[src/rtl/bp_pkg.sv]
// Shared types for the branch resolve tracker: tracked-entry layout
// and the fall-through PC helper.
package bp_pkg;

    localparam int IDX_W = 6;
    localparam int XLEN  = 32;

    typedef struct packed {
        logic [IDX_W-1:0] pht_idx;
        logic             pred_taken;
        logic [XLEN-1:0]  pc;
    } bp_entry_t;

    function automatic logic [XLEN-1:0] fall_through_pc(
        input logic [XLEN-1:0] pc
    );
        return pc + XLEN'(4);
    endfunction

endpackage

[src/rtl/bp_track_fifo.sv]
// In-order store of predicted branches awaiting resolution, with a
// single-cycle clear used when the younger entries turn out wrong-path.
module bp_track_fifo
    import bp_pkg::*;
#(
    parameter int DEPTH = 4
) (
    input  logic      clk_i,
    input  logic      rst_i,
    input  logic      push_i,
    input  logic      pop_i,
    input  logic      clear_i,
    input  bp_entry_t din_i,
    output bp_entry_t head_o,
    output logic      full_o,
    output logic      empty_o
);

    localparam int AW = $clog2(DEPTH);
    localparam int PW = AW + 1;

    logic [PW-1:0] wr_q, wr_d;
    logic [PW-1:0] rd_q, rd_d;
    bp_entry_t     mem_q [DEPTH];
    bp_entry_t     mem_d [DEPTH];
    logic          do_push;
    logic          do_pop;

    // Extra pointer MSB separates full (MSBs differ) from empty.
    assign empty_o = (wr_q == rd_q);
    assign full_o  = (wr_q[AW-1:0] == rd_q[AW-1:0]) &&
                     (wr_q[AW] != rd_q[AW]);
    assign head_o  = mem_q[rd_q[AW-1:0]];

    always_comb begin
        do_push = push_i && !full_o && !clear_i;
        do_pop  = pop_i && !empty_o && !clear_i;
        wr_d    = wr_q + {{AW{1'b0}}, do_push};
        rd_d    = rd_q + {{AW{1'b0}}, do_pop};
        mem_d   = mem_q;
        if (do_push) begin
            mem_d[wr_q[AW-1:0]] = din_i;
        end
        if (clear_i) begin
            wr_d = '0;
            rd_d = '0;
        end
    end

    always_ff @(posedge clk_i) begin
        if (rst_i) begin
            wr_q <= '0;
            rd_q <= '0;
        end else begin
            wr_q <= wr_d;
            rd_q <= rd_d;
        end
    end

    always_ff @(posedge clk_i) begin
        mem_q <= mem_d;
    end

endmodule

[src/rtl/branch_resolve_tracker.sv]
// Tracks predicted branches from IF until MEM resolves them, then drives
// predictor training, mispredict redirect and branch statistics.
module branch_resolve_tracker #(
    parameter int DEPTH = 4,
    parameter int XLEN  = 32,
    parameter int IDX_W = 6,
    parameter int CNT_W = 32
) (
    input  logic             clk_i,
    input  logic             rst_i,
    input  logic             push_valid_i,
    output logic             push_ready_o,
    input  logic [IDX_W-1:0] push_pht_idx_i,
    input  logic             push_pred_taken_i,
    input  logic [XLEN-1:0]  push_pc_i,
    input  logic             resolve_valid_i,
    input  logic             resolve_taken_i,
    input  logic [XLEN-1:0]  resolve_target_i,
    input  logic             flush_i,
    output logic             upd_valid_o,
    output logic             upd_taken_o,
    output logic [IDX_W-1:0] upd_pht_idx_o,
    output logic             redirect_valid_o,
    output logic [XLEN-1:0]  redirect_pc_o,
    output logic             empty_o,
    output logic             err_o,
    output logic [CNT_W-1:0] branch_cnt_o,
    output logic [CNT_W-1:0] mispred_cnt_o
);

    import bp_pkg::*;

    bp_entry_t push_entry;
    bp_entry_t head;
    logic      fifo_full;
    logic      fifo_empty;
    logic      fifo_push;
    logic      fifo_pop;
    logic      fifo_clear;
    logic      resolve_fire;
    logic      mispred;

    logic             upd_valid_q, upd_valid_d;
    logic             upd_taken_q, upd_taken_d;
    logic [IDX_W-1:0] upd_idx_q, upd_idx_d;
    logic             redir_valid_q, redir_valid_d;
    logic [XLEN-1:0]  redir_pc_q, redir_pc_d;
    logic             err_q, err_d;
    logic [CNT_W-1:0] branch_cnt_q, branch_cnt_d;
    logic [CNT_W-1:0] mispred_cnt_q, mispred_cnt_d;

    assign push_entry.pht_idx    = push_pht_idx_i;
    assign push_entry.pred_taken = push_pred_taken_i;
    assign push_entry.pc         = push_pc_i;

    bp_track_fifo #(
        .DEPTH (DEPTH)
    ) u_fifo (
        .clk_i   (clk_i),
        .rst_i   (rst_i),
        .push_i  (fifo_push),
        .pop_i   (fifo_pop),
        .clear_i (fifo_clear),
        .din_i   (push_entry),
        .head_o  (head),
        .full_o  (fifo_full),
        .empty_o (fifo_empty)
    );

    always_comb begin
        resolve_fire = resolve_valid_i && !fifo_empty;
        mispred      = resolve_fire &&
                       (head.pred_taken != resolve_taken_i);
        push_ready_o = !fifo_full;
        // A mispredict makes the incoming push wrong-path as well.
        fifo_push    = push_valid_i && push_ready_o &&
                       !flush_i && !mispred;
        fifo_pop     = resolve_fire;
        fifo_clear   = flush_i || mispred;
    end

    always_comb begin
        upd_valid_d   = resolve_fire;
        upd_taken_d   = 1'b0;
        upd_idx_d     = '0;
        redir_valid_d = mispred && !flush_i;
        redir_pc_d    = '0;
        err_d         = err_q || (resolve_valid_i && fifo_empty);
        branch_cnt_d  = branch_cnt_q;
        mispred_cnt_d = mispred_cnt_q;
        if (resolve_fire) begin
            upd_taken_d = resolve_taken_i;
            upd_idx_d   = head.pht_idx;
            if (branch_cnt_q != '1) begin
                branch_cnt_d = branch_cnt_q + CNT_W'(1);
            end
        end
        if (mispred) begin
            redir_pc_d = resolve_taken_i ? resolve_target_i
                                         : fall_through_pc(head.pc);
            if (mispred_cnt_q != '1) begin
                mispred_cnt_d = mispred_cnt_q + CNT_W'(1);
            end
        end
        if (!redir_valid_d) begin
            redir_pc_d = '0;
        end
    end

    always_ff @(posedge clk_i) begin
        if (rst_i) begin
            upd_valid_q   <= 1'b0;
            upd_taken_q   <= 1'b0;
            upd_idx_q     <= '0;
            redir_valid_q <= 1'b0;
            redir_pc_q    <= '0;
            err_q         <= 1'b0;
            branch_cnt_q  <= '0;
            mispred_cnt_q <= '0;
        end else begin
            upd_valid_q   <= upd_valid_d;
            upd_taken_q   <= upd_taken_d;
            upd_idx_q     <= upd_idx_d;
            redir_valid_q <= redir_valid_d;
            redir_pc_q    <= redir_pc_d;
            err_q         <= err_d;
            branch_cnt_q  <= branch_cnt_d;
            mispred_cnt_q <= mispred_cnt_d;
        end
    end

    assign upd_valid_o      = upd_valid_q;
    assign upd_taken_o      = upd_taken_q;
    assign upd_pht_idx_o    = upd_idx_q;
    assign redirect_valid_o = redir_valid_q;
    assign redirect_pc_o    = redir_pc_q;
    assign empty_o          = fifo_empty;
    assign err_o            = err_q;
    assign branch_cnt_o     = branch_cnt_q;
    assign mispred_cnt_o    = mispred_cnt_q;

endmodule

[config.mk]
export PLATFORM = sky130hd
export DESIGN_NAME = branch_resolve_tracker
export DESIGN_NICKNAME = d
export VERILOG_FILES = /design/src/rtl/bp_pkg.sv /design/src/rtl/bp_track_fifo.sv /design/src/rtl/branch_resolve_tracker.sv
export SDC_FILE = /design/constraint.sdc
export NUM_CORES = 1
export LEC_CHECK = 0
export CAP_MARGIN = 5
export CORE_ASPECT_RATIO = 1.2
export CORE_MARGIN = 2
export CORE_UTILIZATION = 30
export CTS_CLUSTER_SIZE = 24
export DETAILED_ROUTE_END_ITERATION = 7
export GPL_TIMING_DRIVEN = 0
export SETUP_SLACK_MARGIN = 0.4
export SLEW_MARGIN = 10
export SYNTH_ARGS = -nofsm -noshare
export SYNTH_HDL_FRONTEND = slang
export SYNTH_HIERARCHICAL = 1
export SYNTH_SLANG_ARGS = --single-unit
[constraint.sdc]
create_clock -name clk_i -period 18.78 [get_ports clk_i]
set_clock_uncertainty 0.2 [all_clocks]
set_input_delay 3.756 -clock clk_i [delete_from_list [all_inputs] [get_ports clk_i]]
set_output_delay 3.756 -clock clk_i [all_outputs]
set_load 0.02 [all_outputs]
# Word-level counts from Yosys, hierarchy flattened
# Cells that the tools add are included.
[word_totals]
regBits = 268
input_bits = 77
[op_classes]
eq_ne = 6
n_mux = 7
magnitude_cmp = 3
bitwise = 5
reduce_logical = 25
addsub = 5
[ops]
columns = ["operator", "count"]
rows = [
  ["156-bit bitwise mux", 1],
  ["39-bit 2-to-1 mux", 3],
  ["39-bit binary-select mux with 2-bit select", 1],
  ["39-bit demux with 2-bit select", 1],
  ["32-bit by 1-bit adder with 32-bit output (second input constant)", 2],
  ["32-bit inequality test (second input constant)", 2],
  ["32-bit by 3-bit adder with 32-bit output (second input constant)", 1],
  ["32-bit 2-to-1 mux", 1],
  ["1-bit logical AND", 13],
  ["3-bit by 1-bit adder with 3-bit output", 2],
  ["3-bit >= comparator (second input constant)", 2],
  ["2-bit NOT with 3-bit output", 2],
  ["1-bit zero test", 5],
  ["2-bit AND reduction", 2],
  ["2-bit OR reduction", 2],
  ["3-bit equality test", 1],
  ["3-bit by 1-bit < comparator with 1-bit output (second input constant)", 1],
  ["1-bit NOT", 3],
  ["3-bit OR reduction", 1],
  ["2-bit equality test", 1],
  ["1-bit logical OR", 2],
  ["1-bit inequality test", 2],
]

# Logic depth before layout (Yosys ltp)
[depth]
ltp_word = 11
ltp_mapped = 14
mapped_depth_nobuf = 12

# Modules after synthesis
# The synthesis kept the hierarchy.
[modules_own_cells]
columns = ["mod", "instances", "area_per_inst_um2", "cells_each"]
rows = [
  ["bp_track_fifo", 1, 6014.5, 243],
  ["branch_resolve_tracker", 1, 5200.0, 614],
]

# Worst setup path before layout
# OpenSTA, ideal clock, no wires.
[synth_path]
kind = "input to register"
start = "in resolve_taken_i"
end = "reg u_fifo/mem_q[0] (netlist name) (enable)"
arrival_ns = 7.957
slack_ns = 10.116
cell_stages = 7
cell_sequence = "buf_2 -> xnor2_1 -> nor2_2 -> or2_2 -> nor3b_1 -> nand2b_1 -> a311oi_1"
[synth_via]
elab_cells_between_ends = 8
cone_classes = "1 x eq/ne; 7 x reduce/logical"
[synth_rtl]
columns = ["item", "line", "rtl"]
rows = [
  ["start: declaration", "branch_resolve_tracker.sv:17", "input logic resolve_taken_i,"],
  ["1-bit inequality test", "branch_resolve_tracker.sv:73", "(head.pred_taken != resolve_taken_i);"],
  ["1-bit logical AND", "branch_resolve_tracker.sv:72", "mispred = resolve_fire &&"],
  ["1-bit logical OR", "branch_resolve_tracker.sv:79", "fifo_clear = flush_i || mispred;"],
  ["via fifo_clear", "branch_resolve_tracker.sv:39", "logic fifo_clear;"],
  ["1-bit zero test", "bp_track_fifo.sv:36", "do_push = push_i && !full_o && !clear_i;"],
  ["1-bit logical AND", "bp_track_fifo.sv:36", ""],
  ["end signal: assignment", "bp_track_fifo.sv:61", "mem_q <= mem_d;"],
  ["end: declaration", "bp_track_fifo.sv:24", "bp_entry_t mem_q [DEPTH];"],
]
# The timed path passes the listed nets, and every way through them passes these cells.
# A chain may end at the register's enable or synchronous reset.

# Worst setup path after layout
[layout_path]
start = "in resolve_valid_i"
end = "reg u_fifo/mem_q[16] (netlist name) (enable)"
[layout_via]
elab_cells_between_ends = 8
cone_classes = "8 x reduce/logical"
[layout_rtl]
columns = ["item", "line", "rtl"]
rows = [
  ["start: declaration", "branch_resolve_tracker.sv:16", "input logic resolve_valid_i,"],
  ["1-bit logical AND", "branch_resolve_tracker.sv:71", "resolve_fire = resolve_valid_i && !fifo_empty;"],
  ["1-bit logical AND", "branch_resolve_tracker.sv:72", ""],
  ["1-bit logical OR", "branch_resolve_tracker.sv:79", ""],
  ["via fifo_clear", "branch_resolve_tracker.sv:39", ""],
  ["1-bit zero test", "bp_track_fifo.sv:36", ""],
  ["1-bit logical AND", "bp_track_fifo.sv:36", ""],
]
# The timed path passes the listed nets, and every way through them passes these cells.

==> qor.tcl <==
set qor(outcome) {complete, no violations}
set qor(fin_setup_tns_ns) 0
set qor(clk_latency_ns) 0.57
set qor(holdPathStages) 2
set qor(vias_in_the_first_global_route) 7996
set qor(worst_reg2reg_setup_slack_ns) 13.84
set qor(standard_cell_row_count) 77
set qor(worstPathMaxFanout) 12
set qor(die-width_um) 180
set qor(fin_nets) 1168
set qor(initial_utilization_pct) 30.4
set qor(ys_top_cells_by_area) {edfxtp_1, dfxtp_1, mux4_2, a21oi_1, xor2_1}
set qor(worst_hold_path_type) {register to register}
set qor(cellPowerDensity_nw_per_um2) 84.2
set qor(drc) 0
set qor(clkTransAtPathRegs_ns) 0.06
set qor(cts.hold.buffers_added) 0
set qor(yosysWarningCount) 6
set qor(place.port_buffers) 183
set qor(ys_seq_elements) 268
set qor(setup_violations) 0
set qor(detail_route.wl_per_cell_um) 19.0
set qor(fmax_mhz) 139
set qor(syn-mean-instance-area_um2) 13.1
set qor(post-cts-setup-buffers) 0
set qor(timing.critical_path.from_type) {input port}
set qor(chipHeight_um) 216
set qor(synth_top_flop_cell) {edfxtp_1}
set qor(layoutNonFillerInstCount) 1583
set qor(biggest_area_consumer_among_synthesized_cells) {edfxtp_1}
set qor(slew_headroom_pct) 27.7
set qor(core-area_um2) 36900
set qor(syn-instance-count) 857
set qor(grt_setup_unrepaired) {no}
set qor(htree_levels) 1
set qor(end_kind) {register}
set qor(synth_enable_flop_cells) 156
set qor(power_leakage_uw) 0.00470
set qor(routabilityCongestion) 0.787
set qor(cts_tree) {built}
set qor(cts_sinks) 268
set qor(numCtsBuffers) 30
set qor(post-route-util_pct) 40.3
set qor(cts.path.max_buffers) 3
set qor(detailroute.via_count) 7907
set qor(layout-drive-gt1-share_pct) 13.4
set qor(area_growth_pct) 32.5
set qor(grt-ovfl-total) 0
set qor(grt_use_total_pct) 15.1
set qor(reg2regPathDepth) 13
set qor(dieArea_um2) 38900
set qor(critical_path.n_buffers_inverters) 4
set qor(path_depth) 10
set qor(start_to_end_type_of_the_worst_setup_path) {input port to register}
set qor(postSynth.asyncResetShare_pct) 0
set qor(critPathSlowestCell) {a311oi_4}
set qor(detailed_router_s_first_iteration_violation_count) 438
set qor(final.period_utilization_pct) 38.2
set qor(place_inst) 1526
set qor(final-max-slew-violation-count) 0
set qor(worst_ep_arrival_time_ns) 7.24
set qor(post_synth_instance_area_um2) 11200
set qor(drt_first_pass_iters) 5
set qor(timing.critical_path.max_delay_family) {simple AND/OR/NAND/NOR gates}
set qor(detail-route-antenna-nets) 0
set qor(post_cts_resize_count) 0
set qor(worstMarginPinSlew_ns) 1.08
set qor(synth_top_cell_area_share_pct) 41.8
set qor(dp.final_hpwl_um) 21700
set qor(crit_required_ns) 18.84
set qor(wire_length_of_the_first_global_routing_pass_um) 46100
set qor(finalHoldViolations) 0
set qor(yosysSeqAreaShare_pct) 61.8
set qor(grt_antenna_before_repair) 1
set qor(via_per_inst) 4.99
set qor(synth.lib_cells_used.distinct) 57
set qor(maxCapViolations) 0
set qor(ios) 185
set qor(cp_cell_sequence) {clkdlybuf4s50_1, nand2b_1, nor2_2, or2_2, nor3b_1, nand2b_1, a311oi_4, buf_8, buf_8, buf_6}
set qor(vdd_drop_max_mv) 0.0553
set qor(period_minus_slack_ns) 7.18
set qor(cts-root-buf) {clkbuf_16}
set qor(drt_wl_total_um) 30100
set qor(max_incr_delay_on_cp_ns) 0.85
set qor(grt_max_degree) 15
set qor(syn_nets) 941
[where the power goes]
part	total [uW]	switching, uW	internal, uW
Clock	582	233	349
Sequential	625	0.973	624
Combinational	43.9	22.2	21.7
Total	1250	256	996
[cell usage in the layout (no fill, tap or decap), types with 8 or more instances in the layout]
master           synthesis  layout
nand2_1                 43      43
xnor2_1                 17      17
buf_6                    6      11
clkbuf_1                20      32
edfxtp_1               156     156
and2_1                  12      12
nand3_1                 28      28
mux4_2                  39      39
dfxtp_1                112     112
inv_1                   13      13
or4_1                   23      23
a21oi_1                 66      66
clkbuf_16                0      32
clkdlybuf4s50_1          0     183
nand4_1                 31      31
nor4_1                   9       9
nor2b_1                  8       8
o21ai_0                 37      37
nor3_1                  12      12
xor2_1                  25      25
nor2_1                  52      52
o31ai_1                 19      19
or3_1                   26      26
[per-layer routing]
metal	wire (um)	up-vias	GRT usage [%]
met3	1910	34	3.07
met1	12600	3875	19.1
met5	0	-	0
met4	509	0	3.55
met2	15100	241	26.6
li1	-	3757	-
[synthesized netlist by cell type, types with 7 or more instances]
library cell	count
xnor2_1	17
mux2_2	7
and3_1	7
or3_1	26
buf_2	7
o21ai_0	37
o31ai_1	19
nor4_1	9
nor2_1	52
nand4_1	31
a21oi_1	66
edfxtp_1	156
o21ai_1	7
xor2_1	25
ha_1	7
mux4_2	39
nand2_1	43
clkbuf_1	20
nand3_1	28
mux2i_1	7
inv_1	13
nor3_1	12
and2_1	12
dfxtp_1	112
or4_1	23
nor2b_1	8
[kinds of logic after synthesis]
family          Yosys count  synth area share, %
flops                   268                 61.8
buf+inv                  53                 2.60
fa+ha+maj                 7                0.781
simple gates            282                 14.2
compound gates          152                 8.18
xor+xnor                 42                 3.28
mux                      53                 9.16
[registers in the layout (all words and copies together), names as in the netlist]
register / flops
upd_valid_o: 1
branch_cnt_o: 32
mispred_cnt_o: 32
upd_pht_idx_o: 6
redirect_valid_o: 1
upd_taken_o: 1
err_o: 1
u_fifo/mem_q: 156
redirect_pc_o: 32
u_fifo/rd_q: 3
u_fifo/wr_q: 3
[worst paths after layout]
check / from / end
max: resolve_valid_i / u_fifo/mem_q[16]$_DFFE_PP_
min: err_o$_SDFF_PP0_ / err_o$_SDFF_PP0_
min reg2reg: err_o$_SDFF_PP0_ / err_o$_SDFF_PP0_
max reg2reg: u_fifo/rd_q[0]$_SDFF_PP0_ / u_fifo/mem_q[16]$_DFFE_PP_
[worst reg2reg max path, cell delays in order, from the launching register on]
cell and delay, ns:
dfxtp_1 0.32, buf_6 0.14, buf_6 0.16, xor2_1 0.18, nor3_1 0.54, nand2b_1 0.53, nor2_2 0.24, or2_2 0.38
nor3b_1 0.22, nand2b_1 0.27, a311oi_4 0.85, buf_8 0.26, buf_8 0.18, buf_6 0.18
[final cells by class]
type,instances,area (um2)
clock buffers,47,887
well taps,474,593
flip-flops and latches,268,6930
multi-input cells,536,4070
inverters,13,48.8
clock inverters,9,93.8
repair buffers,195,1990
diodes,1,2.50
fillers,3470,22000
plain buffers,40,243
[stage by stage]
| stage | hold WS (ns) | total power [uW] | cell area, um2 | setup slack, ns |
|---|---|---|---|---|
| 3_3_place_gp | 0.256 | 681 | 13600 | 6.24 |
| 2_1_floorplan | 0.330 | 653 | 11200 | 10.12 |
| 6_report | 0.277 | 1250 | 14900 | 11.60 |
| 4_1_cts | 0.289 | 1270 | 14900 | 11.51 |
| 5_1_grt | 0.320 | 1290 | 14900 | 11.31 |
| 3_5_place_dp | 0.272 | 682 | 13900 | 10.92 |
Note: power is estimated with default switching activity, not from simulation.
